===== src/rtl/uart_tx_fifo.sv =====
// Byte FIFO feeding a UART transmitter through its enable/done handshake; all outputs registered.
// Optional sticky dropped-write flag enabled by defining UART_TX_FIFO_OVF_EN.
module uart_tx_fifo #(
  parameter  int DEPTH = 16,
  localparam int CW    = $clog2(DEPTH + 1)
) (
  input  logic          clk,
  input  logic          reset,
  input  logic          wr_en,
  input  logic [7:0]    wr_data,
  output logic          full,
  output logic          empty,
  output logic [CW-1:0] count,
  output logic [7:0]    tx_data,
  output logic          tx_enable,
  input  logic          tx_done,
  output logic          overflow
);

  localparam int AW = $clog2(DEPTH);

  typedef enum logic [1:0] {
    IDLE      = 2'd0,
    LAUNCH    = 2'd1,
    WAIT_BUSY = 2'd2,
    WAIT_DONE = 2'd3
  } state_t;

  state_t        state;
  state_t        state_next;
  logic [7:0]    mem [DEPTH];
  logic [AW-1:0] wr_ptr;
  logic [AW-1:0] rd_ptr;
  logic          wr_acc;
  logic          pop;
  logic [CW-1:0] count_next;

  // full is the registered flag, so a write in the pop cycle of a full FIFO is dropped
  assign wr_acc = wr_en && !full;
  assign pop    = (state == IDLE) && !empty;

  always_comb begin
    state_next = state;
    unique case (state)
      IDLE:      if (!empty) state_next = LAUNCH;
      LAUNCH:    state_next = WAIT_BUSY;
      WAIT_BUSY: if (!tx_done) state_next = WAIT_DONE;
      WAIT_DONE: if (tx_done) state_next = IDLE;
      default:   state_next = IDLE;
    endcase
  end

  always_comb begin
    count_next = count;
    unique case ({wr_acc, pop})
      2'b10:   count_next = count + CW'(1);
      2'b01:   count_next = count - CW'(1);
      default: count_next = count;
    endcase
  end

  always_ff @(posedge clk) begin
    if (reset) begin
      state     <= IDLE;
      wr_ptr    <= '0;
      rd_ptr    <= '0;
      count     <= '0;
      full      <= 1'b0;
      empty     <= 1'b1;
      tx_data   <= 8'h00;
      tx_enable <= 1'b0;
    end else begin
      state     <= state_next;
      count     <= count_next;
      full      <= (count_next == CW'(DEPTH));
      empty     <= (count_next == '0);
      tx_enable <= (state_next == LAUNCH);
      if (wr_acc) wr_ptr <= wr_ptr + AW'(1);
      if (pop) begin
        tx_data <= mem[rd_ptr];
        rd_ptr  <= rd_ptr + AW'(1);
      end
    end
  end

  always_ff @(posedge clk) begin
    if (wr_acc) mem[wr_ptr] <= wr_data;
  end

`ifdef UART_TX_FIFO_OVF_EN
  always_ff @(posedge clk) begin
    if (reset)              overflow <= 1'b0;
    else if (wr_en && full) overflow <= 1'b1;
  end
`else
  assign overflow = 1'b0;
`endif

endmodule


===== config.mk =====
export PLATFORM = sky130hd
export DESIGN_NAME = uart_tx_fifo
export DESIGN_NICKNAME = d
export VERILOG_FILES = /design/src/rtl/uart_tx_fifo.sv
export SDC_FILE = /design/constraint.sdc
export NUM_CORES = 1
export LEC_CHECK = 0
export CAP_MARGIN = 20
export CELL_PAD_IN_SITES_DETAIL_PLACEMENT = 0
export CELL_PAD_IN_SITES_GLOBAL_PLACEMENT = 2
export CORE_MARGIN = 2
export CORE_UTILIZATION = 25
export DETAILED_ROUTE_END_ITERATION = 12
export HOLD_SLACK_MARGIN = 0.06
export PLACE_DENSITY_LB_ADDON = 0.12
export SYNTH_ARGS = -nofsm -noshare
export SYNTH_HDL_FRONTEND = slang
export SYNTH_SLANG_ARGS = --single-unit

===== constraint.sdc =====
create_clock -name clk -period 3.58 [get_ports clk]
set_input_delay 0.537 -clock clk [delete_from_list [all_inputs] [get_ports clk]]
set_output_delay 0.537 -clock clk [all_outputs]
set_load 0.02 [all_outputs]

* Yosys cells after proc, flatten, opt, wreduce, memory -nomap -nowiden *
Memories as Yosys holds them, arrays and structs flattened. A register that Yosys moved wholly into a read port is not among the register bits.
Cells that the tools add are included.
Widths: inputs -> output; s select.

cells by class
  reductions and logical operators = 6
  eq/ne operators = 7
  mux-type cells = 7
  add/sub/neg operators = 4

operators by type and width
  operator             count
  $pmux 5 s2           1
  $add 4x1->4 const B  2
  $pmux 2 s4           1
  $eq 2x1->1 const B   3
  $eq 2x2->1 const B   3
  $mux 2               3
  $add 5x1->5 const B  1
  $eq 5x5->1 const B   1
  $logic_not 5->1      1
  $sub 5x1->5 const B  1
  $logic_and 1x1->1    2
  $logic_not 1->1      2
  $logic_not 2->1      1
  $mux 1               2

storage, ports and cells
  bits in registers = 18
  memories = 1
  bits in writable memories = 128
  output and inout port bits = 17
  word-level logic and storage cells = 32

memory list
  memory  words  bits a word  read ports  clocked after memory_dff  write ports  RTL line  RTL
  mem     16     8            1           1                         1            31        logic [7:0] mem [DEPTH];

* Longest topological paths before layout *
  word-level depth = 5
  depth in mapped cells = 11
  depth with buffers taken out = 10

* Worst setup path after synthesis *
No wires, ideal clock.

  path type = register to register
  from = reg empty
  to = reg full
  required time = 3477 ps
  library setup time = 103 ps
  stages on the path, launching flop included = 12
  setup slack = 860 ps
  clock period less this slack = 2720 ps
  arrival = 2617 ps
  cells stage by stage = dfxtp_1 > or3_1 > buf_6 > clkinv_4 > nand2_1 > xnor2_1 > ha_1 > o21a_1 > o211ai_1 > a22oi_1 > or4_4 > a2111oi_2

between the ends
  word-level cells in the longest chain between the ends = 5
  elaborated cells between the ends (all ways) = 6
  those cells by class = eq/ne: 3; mux: 1; reduce/logical: 2

ends and longest elaborated chain
  what                                             RTL line  RTL
  from (decl)                                      12        output logic empty,
  from (signal assigned)                           76        empty <= (count_next == '0);
  $logic_not 1->1 (*)                              --
  $logic_and 1x1->1 (*)                            40        assign pop = (state == IDLE) && !empty;
  $eq 2x1->1 / $eq 2x2->1 (equally long branches)  55        unique case ({wr_acc, pop})
  $pmux 5 s2 (*)                                   55
  $eq 5x5->1 (*)                                   75        full <= (count_next == CW'(DEPTH));
  to (signal assigned)                             75
  to (decl)                                        11        output logic full,

Every way passes the cells marked *; elsewhere a longest branch is shown, timed or not.
A chain may end at the register's enable or synchronous reset.

* Worst setup path in the final report *
  from = reg state[0]
  to = reg full

between the ends
  word-level cells in the longest chain between the ends = 5
  elaborated cells between the ends (all ways) = 6
  those cells by class = eq/ne: 3; mux: 1; reduce/logical: 2

ends and longest elaborated chain
  what                                             RTL line  RTL
  from (decl)                                      29        state_t state;
  from (signal assigned)                           73        state <= state_next;
  $logic_not 2->1 (*)                              40
  $logic_and 1x1->1 (*)                            40
  $eq 2x1->1 / $eq 2x2->1 (equally long branches)  55
  $pmux 5 s2 (*)                                   55
  $eq 5x5->1 (*)                                   75

Marks and branches as above.

==> flow_summary.yaml <==
status:
  outcome: "finished clean"
cells_and_area:
  mostFrequentLayoutCells: "128 x edfxtp_1, 40 x mux4_2, 29 x nand2_1"
  area_growth_pct: 20.8
  layout-drive-gt1-share_pct: 23.8
  nNetsFinal: 417
  n_antenna_cell: 0
  final_cell_area_mm2: 0.00747
  finish.utilization_pct: 30.7
  final_common_cell: "edfxtp_1"
timing:
  rsz0062_at_grt: "no"
  skew_ns: 0.00832
  setup_ws_ns: 0.667
  relSlewSlack_pct: 51.7
  worstMarginPinSlew_ns: 0.723
  fin_crit_ns: 2.91
  final-hold-violation-count: 0
  max_freq_mhz: 343
  finalCritPeriodShare_pct: 81.4
  drv_slew: 0
  fin_tns_setup_ns: 0
  setup_viol: 0
place:
  place_ws_ns: 0.244
  io_buffers: 27
  gp_congestion: 0.731
  place_hpwl_um: 9150
  place_area_mm2: 0.00693
logic_synthesis:
  synth_cell_types: 48
  syn-cell-area_mm2: 0.00618
  synth_top_family_by_area: "multiplexers"
  synth_mux_area_share_pct: 14.9
  ys_ff_latch: 154
  synthSimpleGateAreaFrac_pct: 5.65
  yosysSeqAreaShare_pct: 70.6
  synthAdderAreaFrac_pct: 1.42
  syn-num-nets: 372
  synth_xor_xnor_area_share_pct: 1.27
  synth_compound_area_share_pct: 4.01
  syn_avg_cell_area_um2: 17.5
  syn_inst: 353
  ys_warn_count: 0
global_routing:
  grt_pass1_vias: 3341
  grt_pass1_wl_um: 21900
  grt_max_degree: 36
  grt_util_all_layers_pct: 11.6
  overflow: 0
  antenna_found_initial: 0
clock_tree:
  cts_setup_buffers: 0
  cts.sinks: 154
  tritoncts: "done"
  numCtsBuffers: 17
  clk_pin_slew_ns: 0.06
  ctsHoldBuffers: 0
  clock_latency_ns: 0.41
  cts_max_level: 4
  postCtsResizedCells: 0
  clockBufferDepth: 2
  clock-root-buffer: "clkbuf_16"
drt:
  viasPerCell: 4.32
  route.met3.wl_um: 405
  routed_wl_um: 14100
  drtPass1Iterations: 4
  wl_per_cell_um: 19.2
  num_vias: 3176
  dr_wl_met2_um: 6880
  routed.top_layer: "met4"
  ant_nets: 0
  drtIter0Drc: 150
  drt_drc_violations_left: 0
  wl_met1_um: 6670
die:
  dieWidth_um: 161
  io_pins: 29
  core_area_mm2: 0.0243
  start_util_pct: 25.4
  dieArea_mm2: 0.0260
  fp.dieH_um: 161
  rows: 57
job:
  cap_violations: 0
power:
  p_leak_nw: 2.36
  peakVddDrop_mv: 0.305
  powerDensity_mw_per_mm2: 683
critical_path:
  arrival_ns: 3.22
  crit_path_end_kind: "register"
  cp.required_ns: 3.89
  startpoint_type: "register"
  path_max_fanout: 19
  crit_type: "register to register"
min_path:
  hold_class: "register to register"
## final timing paths
check / from / end / slack (ns) / cells after the start
setup / recovery: state[0]$_SDFF_PP0_ / full$_SDFF_PP0_ / 0.67 / 10
setup reg to reg: state[0]$_SDFF_PP0_ / full$_SDFF_PP0_ / 0.67 / 10
hold reg to reg: tx_data[1]$_SDFFE_PP0P_ / tx_data[1]$_SDFFE_PP0P_ / 0.46 / 2
hold / removal: tx_data[1]$_SDFFE_PP0P_ / tx_data[1]$_SDFFE_PP0P_ / 0.46 / 2
## cells in the mapped netlist (all sizes together)
cell     number  share of area (%)
a2111oi       2               0.38
nor4          1               0.10
buf          12                1.0
a21oi        17                1.4
o311a         1               0.16
a22oi         1               0.12
o211ai        2               0.24
o21ai         2               0.22
xnor2         4               0.57
conb          1              0.061
a211o         1               0.14
edfxtp      128                 62
nor2         24                1.5
o21a          1               0.12
or4           1               0.18
a311oi        1               0.24
a21o          1               0.12
xor2          5               0.71
and2          1               0.10
nor3b         2               0.24
nand3b        1               0.12
o31ai         1               0.12
nand2b        5               0.51
nor3          7               0.57
clkbuf       10               0.61
o31a          1               0.14
o41ai         1               0.14
dfxtp        26                8.4
mux4         40                 15
a31oi         1               0.10
clkinv        1               0.14
nand4         3               0.30
or3           1               0.10
ha            7                1.4
nand2        29                1.8
o211a         1               0.16
or2           1               0.10
mux2          2               0.36
o221ai        1               0.14
inv           5               0.30
nor2b         1               0.10
## through the flow
stage	cells	hold WS (ns)	total power, mW
global route	735	0.480	5.38
finish	735	0.457	5.10
floorplan	353	0.424	3.07
global placement	703	0.443	3.53
CTS	735	0.460	5.21
detailed placement	703	0.450	3.52
## worst max-delay path, stage by stage, from the launching register on
cell	delay (ns)
dfxtp_1	0.32
or3_1	0.44
clkinv_4	0.17
nand2_1	0.12
xnor2_1	0.15
ha_1	0.25
o21a_1	0.19
o211ai_1	0.15
a22oi_1	0.16
or4_4	0.51
a2111oi_2	0.34
## cell families (layout without fill, tap and decap cells)
group,Yosys count,after routing
other,1,1
xor gates and xnor gates,9,9
AOI/OAI and AO/OA,35,35
DFF,154,154
buffers and inverters,28,86
and+or+nand+nor,77,77
muxes,42,42
adders and majority gates,7,7
## layout make-up
| cell class | instances | area (µm²) |
|---|---|---|
| Fill cell | 2384 | 16800 |
| Sequential cell | 154 | 4370 |
| Multi-Input combinational cell | 171 | 1690 |
| Clock buffer | 23 | 479 |
| Timing Repair Buffer | 48 | 440 |
| Tap cell | 324 | 405 |
| Clock inverter | 9 | 62.6 |
| Inverter | 6 | 27.5 |
## metal layers
layer | global-route usage (%) | vias to the layer above
met2 | 18.5 | 61
met5 | 0 | -
li1 | - | 1470
met3 | 2.65 | 11
met1 | 15.8 | 1634
met4 | 3.90 | 0
## where the power goes
| group | switching, mW | internal, mW |
|---|---|---|
| clock | 0.705 | 0.952 |
| sequential | 0.119 | 2.05 |
| combinational | 0.666 | 0.610 |
| total | 1.49 | 3.61 |
## state kept, by name, summed over array words and instances (netlist names)
signal / count
mem: 128
tx_data: 8
count: 5
rd_ptr: 4
wr_ptr: 4
state: 2
empty: 1
full: 1
tx_enable: 1
Note: power is estimated with default switching activity, not from simulation.
